`src/rtl/frame_pkg.sv`:
```
// Shared definitions for the byte frame packer: FSM state encoding, default sync byte and
// the two's-complement checksum helper.
package frame_pkg;

   localparam logic [1:0] StIdle    = 2'd0;
   localparam logic [1:0] StHdr     = 2'd1;
   localparam logic [1:0] StPayload = 2'd2;
   localparam logic [1:0] StCsum    = 2'd3;

   localparam logic [7:0] SYNC_BYTE_DEF = 8'hA5;

   // Checksum byte that makes (payload sum + checksum) mod 256 == 0.
   function automatic logic [7:0] csum8(input logic [7:0] sum);
      return ~sum + 8'd1;
   endfunction

endpackage

```
`src/rtl/byte_out_slice.sv`:
```
// Single registered output stage carrying a byte plus sof/eof markers under valid/ready.
// slot_free tells the producer it may load a new entry this cycle.
module byte_out_slice (
   input  logic       clk,
   input  logic       rst,
   input  logic       load,
   input  logic [7:0] load_data,
   input  logic       load_sof,
   input  logic       load_eof,
   input  logic       out_ready,
   output logic [7:0] out_data,
   output logic       out_valid,
   output logic       out_sof,
   output logic       out_eof,
   output logic       slot_free
);

   assign slot_free = !out_valid || out_ready;

   always_ff @(posedge clk or posedge rst) begin
      if (rst) begin
         out_valid <= 1'b0;
         out_data  <= 8'd0;
         out_sof   <= 1'b0;
         out_eof   <= 1'b0;
      end else if (slot_free) begin
         out_valid <= load;
         if (load) begin
            out_data <= load_data;
            out_sof  <= load_sof;
            out_eof  <= load_eof;
         end
      end
   end

endmodule

```
`src/rtl/byte_frame_packer.sv`:
```
// Packs payload bytes into frames of SYNC header, FRAME_LEN payload bytes and a checksum
// trailer, with a single registered output stage and valid/ready on both sides.
module byte_frame_packer
   import frame_pkg::*;
#(
   parameter int unsigned FRAME_LEN = 16,
   parameter logic [7:0]  SYNC_BYTE = SYNC_BYTE_DEF
) (
   input  logic       clk,
   input  logic       rst,
   input  logic [7:0] in_data,
   input  logic       in_valid,
   output logic       in_ready,
   output logic [7:0] out_data,
   output logic       out_valid,
   input  logic       out_ready,
   output logic       out_sof,
   output logic       out_eof,
   output logic [7:0] frame_cnt
);

   localparam int unsigned IDX_W = (FRAME_LEN > 1) ? $clog2(FRAME_LEN) : 1;
   localparam logic [IDX_W-1:0] LAST_IDX = IDX_W'(FRAME_LEN - 1);

   logic [1:0]       state_q, state_d;
   logic [IDX_W-1:0] idx_q, idx_d;
   logic [7:0]       sum_q, sum_d;
   logic [7:0]       frame_cnt_q;

   logic       slot_free;
   logic       load;
   logic [7:0] load_data;
   logic       load_sof;
   logic       load_eof;

   assign in_ready  = (state_q == StPayload) && slot_free;
   assign frame_cnt = frame_cnt_q;

   always_comb begin
      state_d   = state_q;
      idx_d     = idx_q;
      sum_d     = sum_q;
      load      = 1'b0;
      load_data = 8'd0;
      load_sof  = 1'b0;
      load_eof  = 1'b0;
      case (state_q)
         StIdle: begin
            if (in_valid) state_d = StHdr;
         end
         StHdr: begin
            if (slot_free) begin
               load      = 1'b1;
               load_data = SYNC_BYTE;
               load_sof  = 1'b1;
               sum_d     = 8'd0;
               idx_d     = '0;
               state_d   = StPayload;
            end
         end
         StPayload: begin
            if (in_valid && in_ready) begin
               load      = 1'b1;
               load_data = in_data;
               sum_d     = sum_q + in_data;
               idx_d     = idx_q + IDX_W'(1);
               if (idx_q == LAST_IDX) state_d = StCsum;
            end
         end
         default: begin
            if (slot_free) begin
               load      = 1'b1;
               load_data = csum8(sum_q);
               load_eof  = 1'b1;
               state_d   = in_valid ? StHdr : StIdle;
            end
         end
      endcase
   end

   always_ff @(posedge clk or posedge rst) begin
      if (rst) begin
         state_q     <= StIdle;
         idx_q       <= '0;
         sum_q       <= 8'd0;
         frame_cnt_q <= 8'd0;
      end else begin
         state_q <= state_d;
         idx_q   <= idx_d;
         sum_q   <= sum_d;
         // Counts on downstream acceptance of the trailer, independent of any SYNC load.
         if (out_valid && out_ready && out_eof) frame_cnt_q <= frame_cnt_q + 8'd1;
      end
   end

   byte_out_slice u_slice (
      .clk       (clk),
      .rst       (rst),
      .load      (load),
      .load_data (load_data),
      .load_sof  (load_sof),
      .load_eof  (load_eof),
      .out_ready (out_ready),
      .out_data  (out_data),
      .out_valid (out_valid),
      .out_sof   (out_sof),
      .out_eof   (out_eof),
      .slot_free (slot_free)
   );

endmodule

```
`config.mk`:
```
export PLATFORM = sky130hd
export DESIGN_NAME = byte_frame_packer
export DESIGN_NICKNAME = d
export VERILOG_FILES = /design/src/rtl/frame_pkg.sv /design/src/rtl/byte_out_slice.sv /design/src/rtl/byte_frame_packer.sv
export SDC_FILE = /design/constraint.sdc
export NUM_CORES = 1
export LEC_CHECK = 0
export CELL_PAD_IN_SITES_DETAIL_PLACEMENT = 1
export CELL_PAD_IN_SITES_GLOBAL_PLACEMENT = 1
export CORE_UTILIZATION = 44
export DETAILED_ROUTE_END_ITERATION = 7
export PLACE_DENSITY = 0.81
export RECOVER_POWER = 25
export SYNTH_ARGS = -nofsm -noshare
export SYNTH_HDL_FRONTEND = slang
export SYNTH_SLANG_ARGS = --single-unit
```
`constraint.sdc`:
```
create_clock -name clk -period 3.5 [get_ports clk]
set_clock_uncertainty 0.2 [all_clocks]
set_input_delay 0.875 -clock clk [delete_from_list [all_inputs] [get_ports clk]]
set_output_delay 0.875 -clock clk [all_outputs]
set_load 0.03 [all_outputs]
```
== After elaboration in Yosys (flattened, before gate mapping) ==
Index checks and enable logic that the tools add are counted.
W data, S select, Z words.

* Memories kept: 0
* Bits in registers: 33
* RAM bits: 0
* Word-level logic and storage cells: 53
* Latch bits: 0
* Memory bits (read-only): 0

* Equal/unequal tests: 7
* Divide/modulo/power cells: 0
* $mul: 0
* Order comparisons: 0
* Bitwise gates (word level): 1
* Mux-type cells: 20
* Shift operators: 0
* Reductions and logical operators: 13
* Add/sub/neg operators: 4

{| class="wikitable"
|+ Operators by type and width
! cell !! number
|-
| $mux W8 || 3
|-
| $pmux W8 S3 || 1
|-
| $add A8 B1 Y8 const B || 2
|-
| $pmux W8 S2 || 1
|-
| $mux W2 || 5
|-
| $add A8 B8 Y8 || 1
|-
| $mux W4 || 2
|-
| $not A8 Y8 || 1
|-
| $pmux W4 S2 || 1
|-
| $pmux W2 S3 || 1
|-
| $mux W1 || 5
|-
| $reduce_and A5 Y1 || 1
|-
| $add A4 B1 Y4 const B || 1
|-
| $eq A4 B4 Y1 const B || 1
|-
| $logic_and A1 B1 Y1 || 4
|-
| $ne A2 B1 Y1 const B || 2
|-
| $ne A2 B2 Y1 const B || 2
|-
| $reduce_and A3 Y1 || 1
|-
| $reduce_bool A3 Y1 || 1
|-
| $reduce_or A3 Y1 || 1
|-
| $eq A2 B1 Y1 const B || 1
|-
| $eq A2 B2 Y1 const B || 1
|-
| $logic_not A2 Y1 || 1
|-
| $pmux W1 S2 || 1
|-
| other kinds (4) || 4
|}

== Depth between registers and ports, before layout ==
* Depth in word-level cells: 7
* Depth in mapped cells: 9
* Depth with buffers taken out: 7

== Cells and area by module ==
A second synthesis with hierarchy kept.

* Cell total of the unflattened synthesis: 194
* Area total of the unflattened synthesis: 2011.9 um2

{| class="wikitable"
|+ Modules (own cells, without submodules)
! module !! instances !! sequential area each (um2) !! area an instance (um2) !! cells each
|-
| byte_frame_packer || 1 || 550.5 || 1542.7 || 169
|-
| byte_out_slice || 1 || 275.3 || 469.2 || 25
|}

== Worst setup path after synthesis ==
OpenSTA, ideal clock, no wires.

* Path kind: input-to-reg
* From: in in_data[2]
* To: reg sum_q[7]
* Setup slack: 1000 ps
* Arrival time: 2220 ps
* Data required time: 3220 ps
* Stages on the path: 6
* Library setup time: 80 ps
* Cell sequence: ha_1 -> a21oi_2 -> a211oi_2 -> nor3_1 -> or4b_4 -> o211ai_2

* Cells in the longest elaborated chain, start to end: 3

{| class="wikitable"
|+ Ends and longest elaborated chain
! element !! line !! source
|-
| from (decl) || byte_frame_packer.sv:11 || <nowiki>input logic [7:0] in_data,</nowiki>
|-
| $add A8 B8 Y8 || byte_frame_packer.sv:65 || <nowiki>sum_d = sum_q + in_data;</nowiki>
|-
| $mux W8 || byte_frame_packer.sv:62 || <nowiki>if (in_valid && in_ready) begin</nowiki>
|-
| $pmux W8 S2 || byte_frame_packer.sv:47 || <nowiki>case (state_q)</nowiki>
|-
| to (signal assigned) || byte_frame_packer.sv:90 || <nowiki>sum_q <= sum_d;</nowiki>
|-
| to (decl) || byte_frame_packer.sv:27 || <nowiki>logic [7:0] sum_q, sum_d;</nowiki>
|}

Every way passes these cells. The select of a mux whose other input is x is not followed.
A chain may end at the register's enable or synchronous reset.

== Final worst setup path ==
* From: in out_ready
* To: out in_ready

* Cells in the longest elaborated chain, start to end: 2

{| class="wikitable"
|+ Ends and longest elaborated chain
! element !! line !! source
|-
| from (decl) || byte_frame_packer.sv:16 || <nowiki>input logic out_ready,</nowiki>
|-
| $logic_or A1 B1 Y1 || byte_out_slice.sv:18 || <nowiki>assign slot_free = !out_valid || out_ready;</nowiki>
|-
| $logic_and A1 B1 Y1 || byte_frame_packer.sv:36 || <nowiki>assign in_ready = (state_q == StPayload) && slot_free;</nowiki>
|-
| to (decl) || byte_frame_packer.sv:13 || <nowiki>output logic in_ready,</nowiki>
|}

Every way passes these cells.

==> flow_summary_export.csv <==
group,metric,value,unit
global_route,grt_first_pass_wirelength,8310,µm
logic_synthesis,yosys_most_used_dff,"dfrtp_1",
final_layout,drive_above_1_share,10.5,%
clock_network,cts_buffer_depth,2,
logic_synthesis,ys_ff_latch,33,
worst_setup_path,reg2reg_setup_slack,1020,ps
final_layout,finalNetCount,264,
drt,wire_per_inst,17.5,µm
logic_synthesis,synthCells,202,
logic_synthesis,syn_area_per_cell,9.77,µm²
final_layout,area_growth,24.2,%
power_and_ir_drop,vdd_drop_max,449,µV
drt,drt-total-wl,5050,µm
drt,drc_errors,0,
logic_synthesis,yosys_warnings,0,
worst_setup_path,endpoint_kind,"primary output",
sta,final_max_slew_viol_count,34,
drt,ant_nets,0,
final_layout,mostFrequentLayoutCells,"nand2_1, dfrtp_1, clkdlybuf4s50_1, o21ai_0, ha_1",
worst_setup_path,critPathBufInv,2,
sta,hold_viol,0,
clock_network,cts_tree,"done",
power_and_ir_drop,p_per_area,932,nW/µm²
die,die-area,4760,µm²
die,ios,32,
drt,vias,1631,
clock_network,cts-root-buf,"clkbuf_8",
worst_setup_path,critPathKind,"in2out",
global_route,grt_pass1_vias,1671,
logic_synthesis,synth-edff-count,0,
sta,slew_headroom,-23.7,%
die,floorplan.initialDensity,47.6,%
clock_network,clock-sinks,33,
sta,rsz0062_at_grt,"false",
worst_setup_path,r2r_start,"state_q[0]",
logic_synthesis,yosysTopAreaCell,"dfrtp_1",
clock_network,holdBufCountCts,0,
logic_synthesis,ys_top_cells_by_area,"dfrtp_1, ha_1, nand2_1, o21ai_0, xnor2_1",
global_route,grt_start_max_net_pins,34,
logic_synthesis,syn_nets,229,
worst_setup_path,start_kind,"primary input",
final_layout,multiInputGateArea,1100,µm²
sta,period_share,86.2,%
global_route,overflow,0,
sta,fin_tns_setup,0,ps
worst_setup_path,crit_chain,"clkdlybuf4s50_1 -> nand2b_1 -> and2_1 -> buf_4",
sta,tightest_slew,1850,ps
min_path,hold_class,"reg2reg",
run_status,violations,"max-capacitance violations, max-slew violations",
placed_design,finalWeightedCongestion,0.791,
worst_setup_path,crit_arrival,1940,ps
placed_design,place_hpwl,3730,µm
sta,fmax,0.331,GHz
die,num_rows,23,
placed_design,port_buffers,31,
job,drv_cap,1,
run_status,outcome,"finished with violations",
clock_network,cts-resized-gates,0,
worst_setup_path,crit_family,"buffers and inverters",
logic_synthesis,yosysSeqAreaShare,41.9,%
worst_setup_path,startpoint,"out_ready",
clock_network,path_clk_slew,70,ps
sta,layout_min_cycle_time,3020,ps
logic_synthesis,syn_area,1970,µm²
final_layout,filler_cell_count,486,
sta,finalSetupViolCount,0,
die,die_y,69.0,µm
logic_synthesis,synth_top_area_share,41.9,%
drt,drt_first_pass_iters,4,
clock_network,postCtsSetupRepairBufs,0,
min_path,min_from,"u_slice.out_data[0]",
die,die_w,69.0,µm
die,core,4140,µm²
worst_setup_path,crit_fanout,7,
global_route,grtUsageTotal,24.6,%
worst_setup_path,slowest_stage,"clkdlybuf4s50_1",
final_layout,n_antenna_cell,0,
drt,via_per_inst,5.66,
worst_setup_path,worst_ep_required_time,2420,ps
sta,hold_ws,285,ps
clock_network,clk_latency,290,ps
logic_synthesis,synth_async_sr_flop_share,100,%
clock_network,htreeDepth,2,
power_and_ir_drop,cellLeakagePower,1.09,nW
global_route,antenna_found_initial,0,
drt,drtIter0Drc,24,
worst_setup_path,cp_slowest_stage_delay,490,ps
logic_synthesis,ys_types,42,
clock_network,numCtsBuffers,5,
final_layout,seq_area,826,µm²
[worst reg2reg max path, stage by stage, from the launching register on]
cell and delay, ps:
dfrtp_1 420, inv_1 110, ha_1 310, and2_1 230
and2_1 420, nand2_1 130, a21oi_2 190, mux2_2 350
[layout make-up]
type / instances / share of cell area (%)
multi-input combinational: 157 / 44.8
sequential: 33 / 33.7
timing repair buffer: 34 / 13.3
clock buffer: 7 / 3.52
tap: 50 / 2.55
clock inverter: 1 / 1.23
inverter: 6 / 0.919
[registers in the layout, indices dropped and copies added, names as in the netlist]
signal             flops
frame_cnt              8
sum_q                  8
u_slice.out_data       8
idx_q                  4
state_q                2
u_slice.out_eof        1
u_slice.out_sof        1
u_slice.out_valid      1
[stage by stage]
step	utilization (%)	area, µm²	std cells	setup slack [ps]	total power [mW]
3_5_place_dp	56.4	2340	280	386	1.91
3_3_place_gp	56.4	2340	280	471	1.83
2_1_floorplan	-	1970	202	1000	1.52
6_report	59.1	2450	288	481	2.28
5_1_grt	59.1	2450	288	310	2.47
4_1_cts	59.2	2450	288	480	2.30
[routing by layer]
metal | global-route usage [%] | up-vias | wire length [µm] | part of all wire, %
li1 | - | 786 | - | -
met5 | 0 | - | 0 | 0
met4 | 11.7 | 0 | 86 | 1.7
met3 | 3.95 | 9 | 146 | 2.9
met2 | 42.6 | 33 | 2510 | 50
met1 | 29.5 | 803 | 2310 | 46
[cell families (layout without fill, tap and decap cells)]
kind of cell / count (synthesis) / count (layout) / synth area share, %
simple gates: 74 / 74 / 19.5
compound gates: 47 / 47 / 16.3
flops: 33 / 33 / 41.9
xor+xnor: 16 / 16 / 7.10
fa+ha+maj: 15 / 15 / 9.89
buf+inv: 12 / 48 / 2.54
mux: 5 / 5 / 2.79
[synthesized netlist by cell type (3+ instances only)]
cell type / instances
a22o_1: 5
mux2_2: 4
nand4_1: 3
nand3_1: 6
o21ai_0: 18
xnor2_1: 10
xor2_1: 6
nor3b_1: 3
ha_1: 14
buf_2: 4
nor2_1: 10
inv_1: 6
nor2b_1: 6
a21oi_1: 5
a211oi_1: 3
nand2_1: 33
dfrtp_1: 33
and2_1: 3
[report_power, final]
group | leakage, nW | internal, mW | switching [mW] | total [mW]
logic | 0.605 | 0.520 | 0.691 | 1.21
clock network | 0.0585 | 0.232 | 0.143 | 0.375
registers | 0.426 | 0.525 | 0.174 | 0.699
total | 1.09 | 1.28 | 1.01 | 2.28
[path summary, 6_finish.rpt]
path                                  endpoint  cells past startpoint
min                        u_slice.out_data[0]                      2
max in group asynchronous             sum_q[7]                      3
min in group asynchronous             sum_q[1]                      3
max                                   in_ready                      4
min reg2reg                u_slice.out_data[0]                      2
max reg2reg                         state_q[1]                      7
No activity file was read; power rests on OpenSTA's default activity.
